===== config.mk =====
export PLATFORM = sky130hd
export DESIGN_NAME = ctrl_pipe
export DESIGN_NICKNAME = d
export VERILOG_FILES = /design/src/rtl/ctrl_pipe_pkg.sv /design/src/rtl/ctrl_stage_reg.sv /design/src/rtl/ctrl_pipe.sv
export SDC_FILE = /design/constraint.sdc
export NUM_CORES = 1
export LEC_CHECK = 0
export CORE_ASPECT_RATIO = 0.8
export CORE_MARGIN = 1
export CORE_UTILIZATION = 44
export CTS_BUF_LIST = sky130_fd_sc_hd__clkbuf_16
export DETAILED_ROUTE_END_ITERATION = 16
export PLACE_DENSITY = 0.79
export SLEW_MARGIN = 20
export SYNTH_ARGS = -nofsm -noshare
export SYNTH_HDL_FRONTEND = slang
export SYNTH_SLANG_ARGS = --single-unit

===== constraint.sdc =====
create_clock -name clk -period 1.8 [get_ports clk]
set_input_delay 0.36 -clock clk [delete_from_list [all_inputs] [get_ports clk]]
set_output_delay 0.36 -clock clk [all_outputs]
set_load 0.01 [all_outputs]

===== src/rtl/ctrl_pipe_pkg.sv =====
// ctrl_pipe_pkg: shared constants for the decode control pipeline.
// Holds opcode values, ALUOp and forward-select encodings, and the
// size of the per-instruction control bundle.
package ctrl_pipe_pkg;

  // Base opcodes of the instruction classes that drive decode
  localparam logic [6:0] ALU_R     = 7'b0110011;
  localparam logic [6:0] ALU_I     = 7'b0010011;
  localparam logic [6:0] BRANCH_EQ = 7'b1100011;
  localparam logic [6:0] JUMP      = 7'b1101111;
  localparam logic [6:0] LOAD      = 7'b0000011;
  localparam logic [6:0] STORE     = 7'b0100011;

  // ALUOp encodings
  localparam logic [1:0] ALUOP_ADD   = 2'b00;
  localparam logic [1:0] ALUOP_SUB   = 2'b01;
  localparam logic [1:0] ALUOP_RTYPE = 2'b10;

  // Operand forward selects
  localparam logic [1:0] FWD_RF  = 2'b00;
  localparam logic [1:0] FWD_WB  = 2'b01;
  localparam logic [1:0] FWD_MEM = 2'b10;

  // Single-bit decode controls: alu_src, branch, jump, mem_read,
  // mem_write, mem_2_reg, reg_write
  localparam int CTRL_BITS = 7;
  // valid + ALUOp + single-bit controls
  localparam int CTRL_W    = 1 + 2 + CTRL_BITS;

endpackage


===== src/rtl/ctrl_stage_reg.sv =====
// ctrl_stage_reg: one pipeline stage register for a control bundle.
// Priority: reset > hold > load bubble > load data. A bubble is all zeros,
// which is also the reset value, so a reset stage is indistinguishable
// from one that captured a bubble.
module ctrl_stage_reg
  import ctrl_pipe_pkg::*;
#(
  parameter int W = CTRL_W
) (
  input  logic         clk,
  input  logic         rst,
  input  logic         i_hold,
  input  logic         i_bubble,
  input  logic [W-1:0] i_d,
  output logic [W-1:0] o_q
);

  logic [W-1:0] r_q;

  // Stage register: reset/bubble clear to zero, hold freezes contents
  always_ff @(posedge clk) begin
    if (rst) begin
      r_q <= '0;
    end else if (!i_hold) begin
      if (i_bubble) begin
        r_q <= '0;
      end else begin
        r_q <= i_d;
      end
    end
  end

  assign o_q = r_q;

endmodule


===== src/rtl/ctrl_pipe.sv =====
// ctrl_pipe: carries decode control bits through ID/EX, EX/MEM and MEM/WB,
// inserts load-use bubbles and squashes wrong-path work on a MEM redirect.
// Optional operand forwarding selects are built only when CTRL_PIPE_FWD_EN
// is defined; otherwise fwd_a/fwd_b are tied to the register-file select.
module ctrl_pipe
  import ctrl_pipe_pkg::*;
#(
  parameter int REG_AW   = 5,
  parameter int ALU_OP_W = 2
) (
  input  logic                clk,
  input  logic                rst,
  input  logic                id_valid,
  input  logic [ALU_OP_W-1:0] id_alu_op,
  input  logic                id_alu_src,
  input  logic                id_branch,
  input  logic                id_jump,
  input  logic                id_mem_read,
  input  logic                id_mem_write,
  input  logic                id_mem_2_reg,
  input  logic                id_reg_write,
  input  logic [REG_AW-1:0]   id_rs1,
  input  logic [REG_AW-1:0]   id_rs2,
  input  logic [REG_AW-1:0]   id_rd,
  input  logic                stall_ext,
  input  logic                mem_redirect,
  output logic                hazard_stall,
  output logic                ex_valid,
  output logic                ex_alu_src,
  output logic [ALU_OP_W-1:0] ex_alu_op,
  output logic [REG_AW-1:0]   ex_rs1,
  output logic [REG_AW-1:0]   ex_rs2,
  output logic [REG_AW-1:0]   ex_rd,
  output logic                mem_valid,
  output logic                mem_branch,
  output logic                mem_jump,
  output logic                mem_read,
  output logic                mem_write,
  output logic [REG_AW-1:0]   mem_rd,
  output logic                wb_valid,
  output logic                wb_reg_write,
  output logic                wb_mem_2_reg,
  output logic [REG_AW-1:0]   wb_rd,
  output logic [1:0]          fwd_a,
  output logic [1:0]          fwd_b
);

  localparam int IDEX_W  = 1 + ALU_OP_W + CTRL_BITS + 3 * REG_AW;
  localparam int EXMEM_W = 1 + 6 + REG_AW;
  localparam int MEMWB_W = 1 + 2 + REG_AW;

  // ---------------- ID -> ID/EX ----------------
  logic [IDEX_W-1:0] w_idex_d;
  logic [IDEX_W-1:0] w_idex_q;
  logic              w_hazard;
  logic              w_idex_bubble;

  // An invalid ID slot enters EX as a pure bubble, whatever decode drives
  assign w_idex_d = id_valid ?
                    {1'b1, id_alu_op, id_alu_src, id_branch, id_jump,
                     id_mem_read, id_mem_write, id_mem_2_reg, id_reg_write,
                     id_rs1, id_rs2, id_rd} : '0;

  assign w_idex_bubble = mem_redirect | w_hazard;

  ctrl_stage_reg #(.W(IDEX_W)) u_idex (
    .clk      (clk),
    .rst      (rst),
    .i_hold   (stall_ext),
    .i_bubble (w_idex_bubble),
    .i_d      (w_idex_d),
    .o_q      (w_idex_q)
  );

  logic                w_ex_valid;
  logic [ALU_OP_W-1:0] w_ex_alu_op;
  logic                w_ex_alu_src;
  logic                w_ex_branch;
  logic                w_ex_jump;
  logic                w_ex_mem_read;
  logic                w_ex_mem_write;
  logic                w_ex_mem_2_reg;
  logic                w_ex_reg_write;
  logic [REG_AW-1:0]   w_ex_rs1;
  logic [REG_AW-1:0]   w_ex_rs2;
  logic [REG_AW-1:0]   w_ex_rd;

  assign {w_ex_valid, w_ex_alu_op, w_ex_alu_src, w_ex_branch, w_ex_jump,
          w_ex_mem_read, w_ex_mem_write, w_ex_mem_2_reg, w_ex_reg_write,
          w_ex_rs1, w_ex_rs2, w_ex_rd} = w_idex_q;

  assign ex_valid   = w_ex_valid;
  assign ex_alu_src = w_ex_valid & w_ex_alu_src;
  assign ex_alu_op  = w_ex_valid ? w_ex_alu_op : '0;
  assign ex_rs1     = w_ex_rs1;
  assign ex_rs2     = w_ex_rs2;
  assign ex_rd      = w_ex_rd;

  // Load-use detection: a load in EX whose destination an ID source needs
  always_comb begin
    w_hazard = 1'b0;
    if (id_valid && w_ex_valid && w_ex_mem_read && (w_ex_rd != '0) &&
        ((w_ex_rd == id_rs1) || (w_ex_rd == id_rs2))) begin
      w_hazard = 1'b1;
    end
  end

  // Stall request to IF/ID: a redirect discards the ID instruction anyway,
  // but an external freeze keeps the hazard visible so IF/ID also holds
  always_comb begin
    hazard_stall = 1'b0;
    if (!rst) begin
      if (stall_ext) begin
        hazard_stall = w_hazard;
      end else if (!mem_redirect) begin
        hazard_stall = w_hazard;
      end
    end
  end

  // ---------------- EX -> EX/MEM ----------------
  logic [EXMEM_W-1:0] w_exmem_d;
  logic [EXMEM_W-1:0] w_exmem_q;

  assign w_exmem_d = {w_ex_valid,
                      w_ex_valid & w_ex_branch,
                      w_ex_valid & w_ex_jump,
                      w_ex_valid & w_ex_mem_read,
                      w_ex_valid & w_ex_mem_write,
                      w_ex_valid & w_ex_mem_2_reg,
                      w_ex_valid & w_ex_reg_write,
                      w_ex_rd};

  ctrl_stage_reg #(.W(EXMEM_W)) u_exmem (
    .clk      (clk),
    .rst      (rst),
    .i_hold   (stall_ext),
    .i_bubble (mem_redirect),
    .i_d      (w_exmem_d),
    .o_q      (w_exmem_q)
  );

  logic              w_mem_valid;
  logic              w_mem_branch;
  logic              w_mem_jump;
  logic              w_mem_read;
  logic              w_mem_write;
  logic              w_mem_2_reg;
  logic              w_mem_reg_write;
  logic [REG_AW-1:0] w_mem_rd;

  assign {w_mem_valid, w_mem_branch, w_mem_jump, w_mem_read, w_mem_write,
          w_mem_2_reg, w_mem_reg_write, w_mem_rd} = w_exmem_q;

  assign mem_valid  = w_mem_valid;
  assign mem_branch = w_mem_valid & w_mem_branch;
  assign mem_jump   = w_mem_valid & w_mem_jump;
  assign mem_read   = w_mem_valid & w_mem_read;
  assign mem_write  = w_mem_valid & w_mem_write;
  assign mem_rd     = w_mem_rd;

  // ---------------- MEM -> MEM/WB ----------------
  logic [MEMWB_W-1:0] w_memwb_d;
  logic [MEMWB_W-1:0] w_memwb_q;

  // The branch/jump itself is never squashed, so MEM/WB has no bubble input
  assign w_memwb_d = {w_mem_valid,
                      w_mem_valid & w_mem_reg_write,
                      w_mem_valid & w_mem_2_reg,
                      w_mem_rd};

  ctrl_stage_reg #(.W(MEMWB_W)) u_memwb (
    .clk      (clk),
    .rst      (rst),
    .i_hold   (stall_ext),
    .i_bubble (1'b0),
    .i_d      (w_memwb_d),
    .o_q      (w_memwb_q)
  );

  logic              w_wb_valid;
  logic              w_wb_reg_write;
  logic              w_wb_mem_2_reg;
  logic [REG_AW-1:0] w_wb_rd;

  assign {w_wb_valid, w_wb_reg_write, w_wb_mem_2_reg, w_wb_rd} = w_memwb_q;

  assign wb_valid     = w_wb_valid;
  // x0 is hard-wired zero, so a write to it is dropped here
  assign wb_reg_write = w_wb_valid & w_wb_reg_write & (w_wb_rd != '0);
  assign wb_mem_2_reg = w_wb_valid & w_wb_mem_2_reg;
  assign wb_rd        = w_wb_rd;

  // ---------------- operand forwarding ----------------
`ifdef CTRL_PIPE_FWD_EN
  logic w_mem_fwd_ok;
  logic w_wb_fwd_ok;

  assign w_mem_fwd_ok = w_mem_valid & w_mem_reg_write & (w_mem_rd != '0);
  assign w_wb_fwd_ok  = wb_reg_write;

  // Forward selects: the younger MEM result shadows the older WB result
  always_comb begin
    fwd_a = FWD_RF;
    fwd_b = FWD_RF;
    if (w_mem_fwd_ok && (w_mem_rd == w_ex_rs1)) begin
      fwd_a = FWD_MEM;
    end else if (w_wb_fwd_ok && (w_wb_rd == w_ex_rs1)) begin
      fwd_a = FWD_WB;
    end
    if (w_mem_fwd_ok && (w_mem_rd == w_ex_rs2)) begin
      fwd_b = FWD_MEM;
    end else if (w_wb_fwd_ok && (w_wb_rd == w_ex_rs2)) begin
      fwd_b = FWD_WB;
    end
  end
`else
  assign fwd_a = FWD_RF;
  assign fwd_b = FWD_RF;
`endif

endmodule


Word level (Yosys, flattened, before mapping)
Index checks and enable logic that the tools add are counted.
{"block": "word_totals", "out_inout_bits": 42, "wordCells": 37, "in_bits": 29, "reg_bits": 45}
{"block": "op_classes", "reduce_logical": 7, "muxes": 8, "eq_ne": 2, "bitwise_logic": 17}
{"op": "$mux 25", "n": 2}
{"op": "$and 1x1->1", "n": 16}
{"op": "$mux 12", "n": 1}
{"op": "$eq 5x5->1", "n": 2}
{"op": "$reduce_bool 5->1", "n": 2}
{"op": "$logic_and 1x1->1", "n": 4}
{"op": "$mux 1", "n": 4}
{"op": "$mux 2", "n": 1}
{"op": "$logic_or 1x1->1", "n": 1}
{"op": "$or 1x1->1", "n": 1}

Depth between registers and ports, before layout
{"block": "depth", "ltp_word": 8, "depth_mapped": 6, "ltp_nobuf": 5}

Hierarchy
A second synthesis with hierarchy kept.
{"block": "unflattened", "cells_unflattened": 270, "hier_area_um2": 2452.4}
{"mod": "ctrl_stage_reg (u_idex)", "area_each_um2": 1114.8, "instances": 1, "seq_area_each_um2": 500.5, "cells_per_inst": 112}
{"mod": "ctrl_stage_reg (u_exmem)", "area_each_um2": 541.8, "instances": 1, "seq_area_each_um2": 240.2, "cells_per_inst": 53}
{"mod": "ctrl_pipe", "area_each_um2": 470.5, "instances": 1, "seq_area_each_um2": 0.0, "cells_per_inst": 69}
{"mod": "ctrl_stage_reg (u_memwb)", "area_each_um2": 325.3, "instances": 1, "seq_area_each_um2": 160.2, "cells_per_inst": 36}

Least setup slack after synthesis
No wires, ideal clock.
{"block": "synth_path", "path_kind": "input -> register", "from": "in stall_ext", "to": "reg u_idex.r_q[0], in the netlist u_idex.o_q[0]", "n_path_buf": 2, "slack_ns": 0.246, "setup_time_ns": 0.058, "required_time_ns": 1.742, "arrival_time_ns": 1.496, "stages": 5, "path_cell_list": "buf_6 or4b_4 a21oi_4 buf_6 a22o_2"}
{"element": "from (decl)", "line": "ctrl_pipe.sv:25", "rtl": "input logic stall_ext,"}
{"element": "to (signal assigned)", "line": "ctrl_stage_reg.sv:28", "rtl": "r_q <= i_d;"}
{"element": "to (decl)", "line": "ctrl_stage_reg.sv:18", "rtl": "logic [W-1:0] r_q;"}

Final worst setup path
{"block": "layout_path", "from": "in id_valid", "to": "out hazard_stall"}
{"block": "layout_via", "elab_chain_len": 8}
{"element": "from (decl)", "line": "ctrl_pipe.sv:13", "rtl": "input logic id_valid,"}
{"element": "$logic_and 1x1->1 * (4 in series)", "line": "ctrl_pipe.sv:102", "rtl": "if (id_valid && w_ex_valid && w_ex_mem_read && (w_ex_rd != '0) &&"}
{"element": "$mux 1 *", "line": "ctrl_pipe.sv:102"}
{"element": "$mux 1", "line": "ctrl_pipe.sv:115", "rtl": "end else if (!mem_redirect) begin"}
{"element": "$mux 1 *", "line": "ctrl_pipe.sv:113", "rtl": "if (stall_ext) begin"}
{"element": "$mux 1 *", "line": "ctrl_pipe.sv:112", "rtl": "if (!rst) begin"}
{"element": "to (decl)", "line": "ctrl_pipe.sv:27", "rtl": "output logic hazard_stall,"}
Mark *: on every way between the ends. The rest lies on a longest branch, timed or not.

==> flow_metrics.tcl <==
set metrics [dict create \
    grt_pass1_vias 1441 \
    wl_mm 4.19 \
    worstPathArrival_ns 1.39 \
    power_frac_seq_pct 49.6 \
    p_per_area_nw_per_um2 741 \
    p_switching_uw 432 \
    nets 288 \
    io_pins 71 \
    finalHoldViolations 0 \
    num_vias 1567 \
    die_area_um2 4730 \
    setup.worst_path.start_class "input pin" \
    cts_root_buffer "clkbuf_16" \
    crit_family "buffers and inverters" \
    cts_buffer_depth 2 \
    clk_latency_ns 0.27 \
    p_int_mw 1.63 \
    drc_errors 0 \
    cts_buffers 5 \
    setup_slack_ns 0.0473 \
    synth_seq_cells 45 \
    wl_per_cell_um 13.2 \
    cp_slowest_cell "clkdlybuf4s50_1" \
    drv_slew 0 \
    maxCapViolCount 0 \
    fmax_ghz 0.571 \
    die_w_um 76.6 \
    swShare_pct 20.9 \
    drive_gt1_share_pct 21.5 \
    postSynth.asyncResetShare_pct 0 \
    htreeDepth 2 \
    yosysWarnings 0 \
    cts_tree "built" \
    power_mw 2.06 \
    die_h_um 61.7 \
    hold_class "register to register" \
    crit_chain "clkdlybuf4s50_1 > nand3_1 > a21oi_1 > and3_1 > buf_2" \
    gp_congestion 0.760 \
    io_buffers 66 \
    clock-sinks 45 \
    synth-edff-count 0 \
    synthCells 197 \
    grt_pass1_wl_mm 6.78 \
    detailedRoute.firstPassIterationCount 4 \
    cts.clk_slew.worst_paths_ns 0.06 \
    grt_max_degree 26 \
    synth_flop_cell "dfxtp_1" \
    ir_drop_v 0.000618 \
    rsz0062_at_grt "true" \
    dp_worst_setup_slack_ns -0.619 \
    max_slew.worst_pin.slew_ns 0.557 \
    finalCriticalPeriod_ns 1.75 \
    pwr-share-clk_pct 40.4 \
    grt_usage_pct 18.6 \
    crit_buf_inv 2 \
    syn-cell-area_um2 1960 \
    hpwl_mm 2.98 \
    overflow 0 \
    dp.cells 306 \
    relSlewSlack_pct 62.8 \
    final_cells 317 \
    critPathRequiredTime_ns 1.44 \
    critical-path-max-stage-delay_ns 0.47 \
    fin_util_pct 65.7 \
    cp_max_fo 2 \
    viasPerCell 4.94 \
    pwr-share-comb_pct 10.0 \
    core_area_um2 4230 \
    period_share_pct 97.4 \
    cp-startpoint "id_valid" \
    synth_cell_types 26 \
    hold_slack_ns 0.474 \
    n_antenna_cell 0 \
    ant_nets 0 \
    reg2reg_from "u_idex.o_q[2]" \
    p_leak_nw 1.23 \
    setup_viol_count_final 0 \
    setup_tns_ns 0 \
    design_area_um2 2780 \
    ys_seq_area_share_pct 45.9 \
    row_count 21 \
    placed_area_um2 2590 \
    area_delta_synth_final_pct 41.8 \
    worstSetupPathType "input pin to output port" \
    first_iter_violations 49 \
    cp-end-kind "output port" \
    ctsHoldBuffers 0 \
    hp-start "u_idex.o_q[20]" \
    clock_skew_ns 0.00208 \
    initial_core_util_pct 46.3 \
    avgSynthCellArea_um2 9.95 \
    antenna_found_initial 0 \
    status "finished, final reports clean" \
]
==> final timing paths <==
check	endpoint	slack (ns)	cells after the start
setup reg to reg	u_idex.o_q[15]	0.18	8
setup / recovery	hazard_stall	0.05	5
hold reg to reg	u_idex.o_q[20]	0.47	1
hold / removal	u_idex.o_q[20]	0.47	1
==> power by group through the flow <==
stage / Clock [mW] / Combinational, mW / Sequential, mW
detailed placement: 0 / 0.204 / 1.04
floorplan: 0 / 0.102 / 1.04
finish: 0.832 / 0.206 / 1.02
CTS: 0.849 / 0.202 / 1.02
global route: 0.897 / 0.224 / 1.03
global placement: 0 / 0.202 / 1.04
==> cells in the final DEF, fill, tap and decap left out, types with 2 or more instances in the layout <==
master	instances
a21oi_1	14
a22o_1	7
a22o_2	17
a22oi_1	2
and2_1	8
and3_1	7
buf_2	2
buf_4	19
buf_6	5
clkbuf_16	5
clkdlybuf4s50_1	49
conb_1	4
dfxtp_1	42
dfxtp_2	3
dlygate4sd2_1	10
dlymetal6s2s_1	5
inv_1	4
mux2i_1	6
nand2_1	2
nand3_1	3
nor2_1	21
nor2b_1	2
nor3b_1	5
xnor2_1	9
==> Yosys cell counts (2+ instances only) <==
| cell type | n | area, um2 |
|---|---|---|
| nand2_1 | 2 | 7.51 |
| dfxtp_1 | 45 | 901 |
| buf_4 | 29 | 218 |
| a22oi_1 | 2 | 15.0 |
| nor2b_1 | 2 | 12.5 |
| mux2i_1 | 6 | 60.1 |
| clkbuf_1 | 6 | 22.5 |
| xnor2_1 | 10 | 87.6 |
| a22o_2 | 17 | 170 |
| a21oi_1 | 14 | 70.1 |
| nor3b_1 | 5 | 37.5 |
| a22o_1 | 7 | 61.3 |
| nor2_1 | 22 | 82.6 |
| and3_1 | 7 | 43.8 |
| and2_1 | 8 | 50.1 |
| nand3_1 | 3 | 15.0 |
| buf_6 | 3 | 33.8 |
==> logic make-up (layout without fill, tap and decap cells) <==
group	Yosys count	count (layout)	share of synthesized area, %
AOI/OAI and AO/OA	44	44	18.2
xor gates and xnor gates	10	10	4.47
buffers and inverters	39	99	14.2
DFF	45	45	45.9
muxes	6	6	3.06
other	1	4	0.191
and+or+nand+nor	52	52	14.0
==> per-layer routing <==
| layer | part of all wire [%] | global-route usage, % | wire [um] |
|---|---|---|---|
| met5 | 0 | 0 | 0 |
| met4 | 0.55 | 5.49 | 23 |
| met3 | 6.0 | 5.69 | 251 |
| met2 | 46 | 31.4 | 1920 |
| met1 | 48 | 23.5 | 1990 |
==> cell type report <==
| type | count | area, um2 |
|---|---|---|
| Clock buffer | 5 | 125 |
| Fill cell | 352 | 1450 |
| Sequential cell | 45 | 905 |
| Timing Repair Buffer | 90 | 850 |
| Tap cell | 57 | 71.3 |
| Inverter | 1 | 3.75 |
| Clock inverter | 3 | 11.3 |
| Multi-Input combinational cell | 116 | 815 |
==> registers in the layout, summed over array words and instances, names as in the netlist <==
name and cells:
u_memwb.o_q 8, u_exmem.o_q 12, u_idex.o_q 25
==> what timing repair did <==
| action | 4_1_cts | 5_1_grt |
|---|---|---|
| pin swaps | 2 | 0 |
| buffers inserted | 1 | 0 |
| gates resized for setup | 20 | 15 |
| endpoints found under the setup margin | 27 | 29 |
| gates cloned | 0 | 2 |
Power figures use the tool's default switching activity.
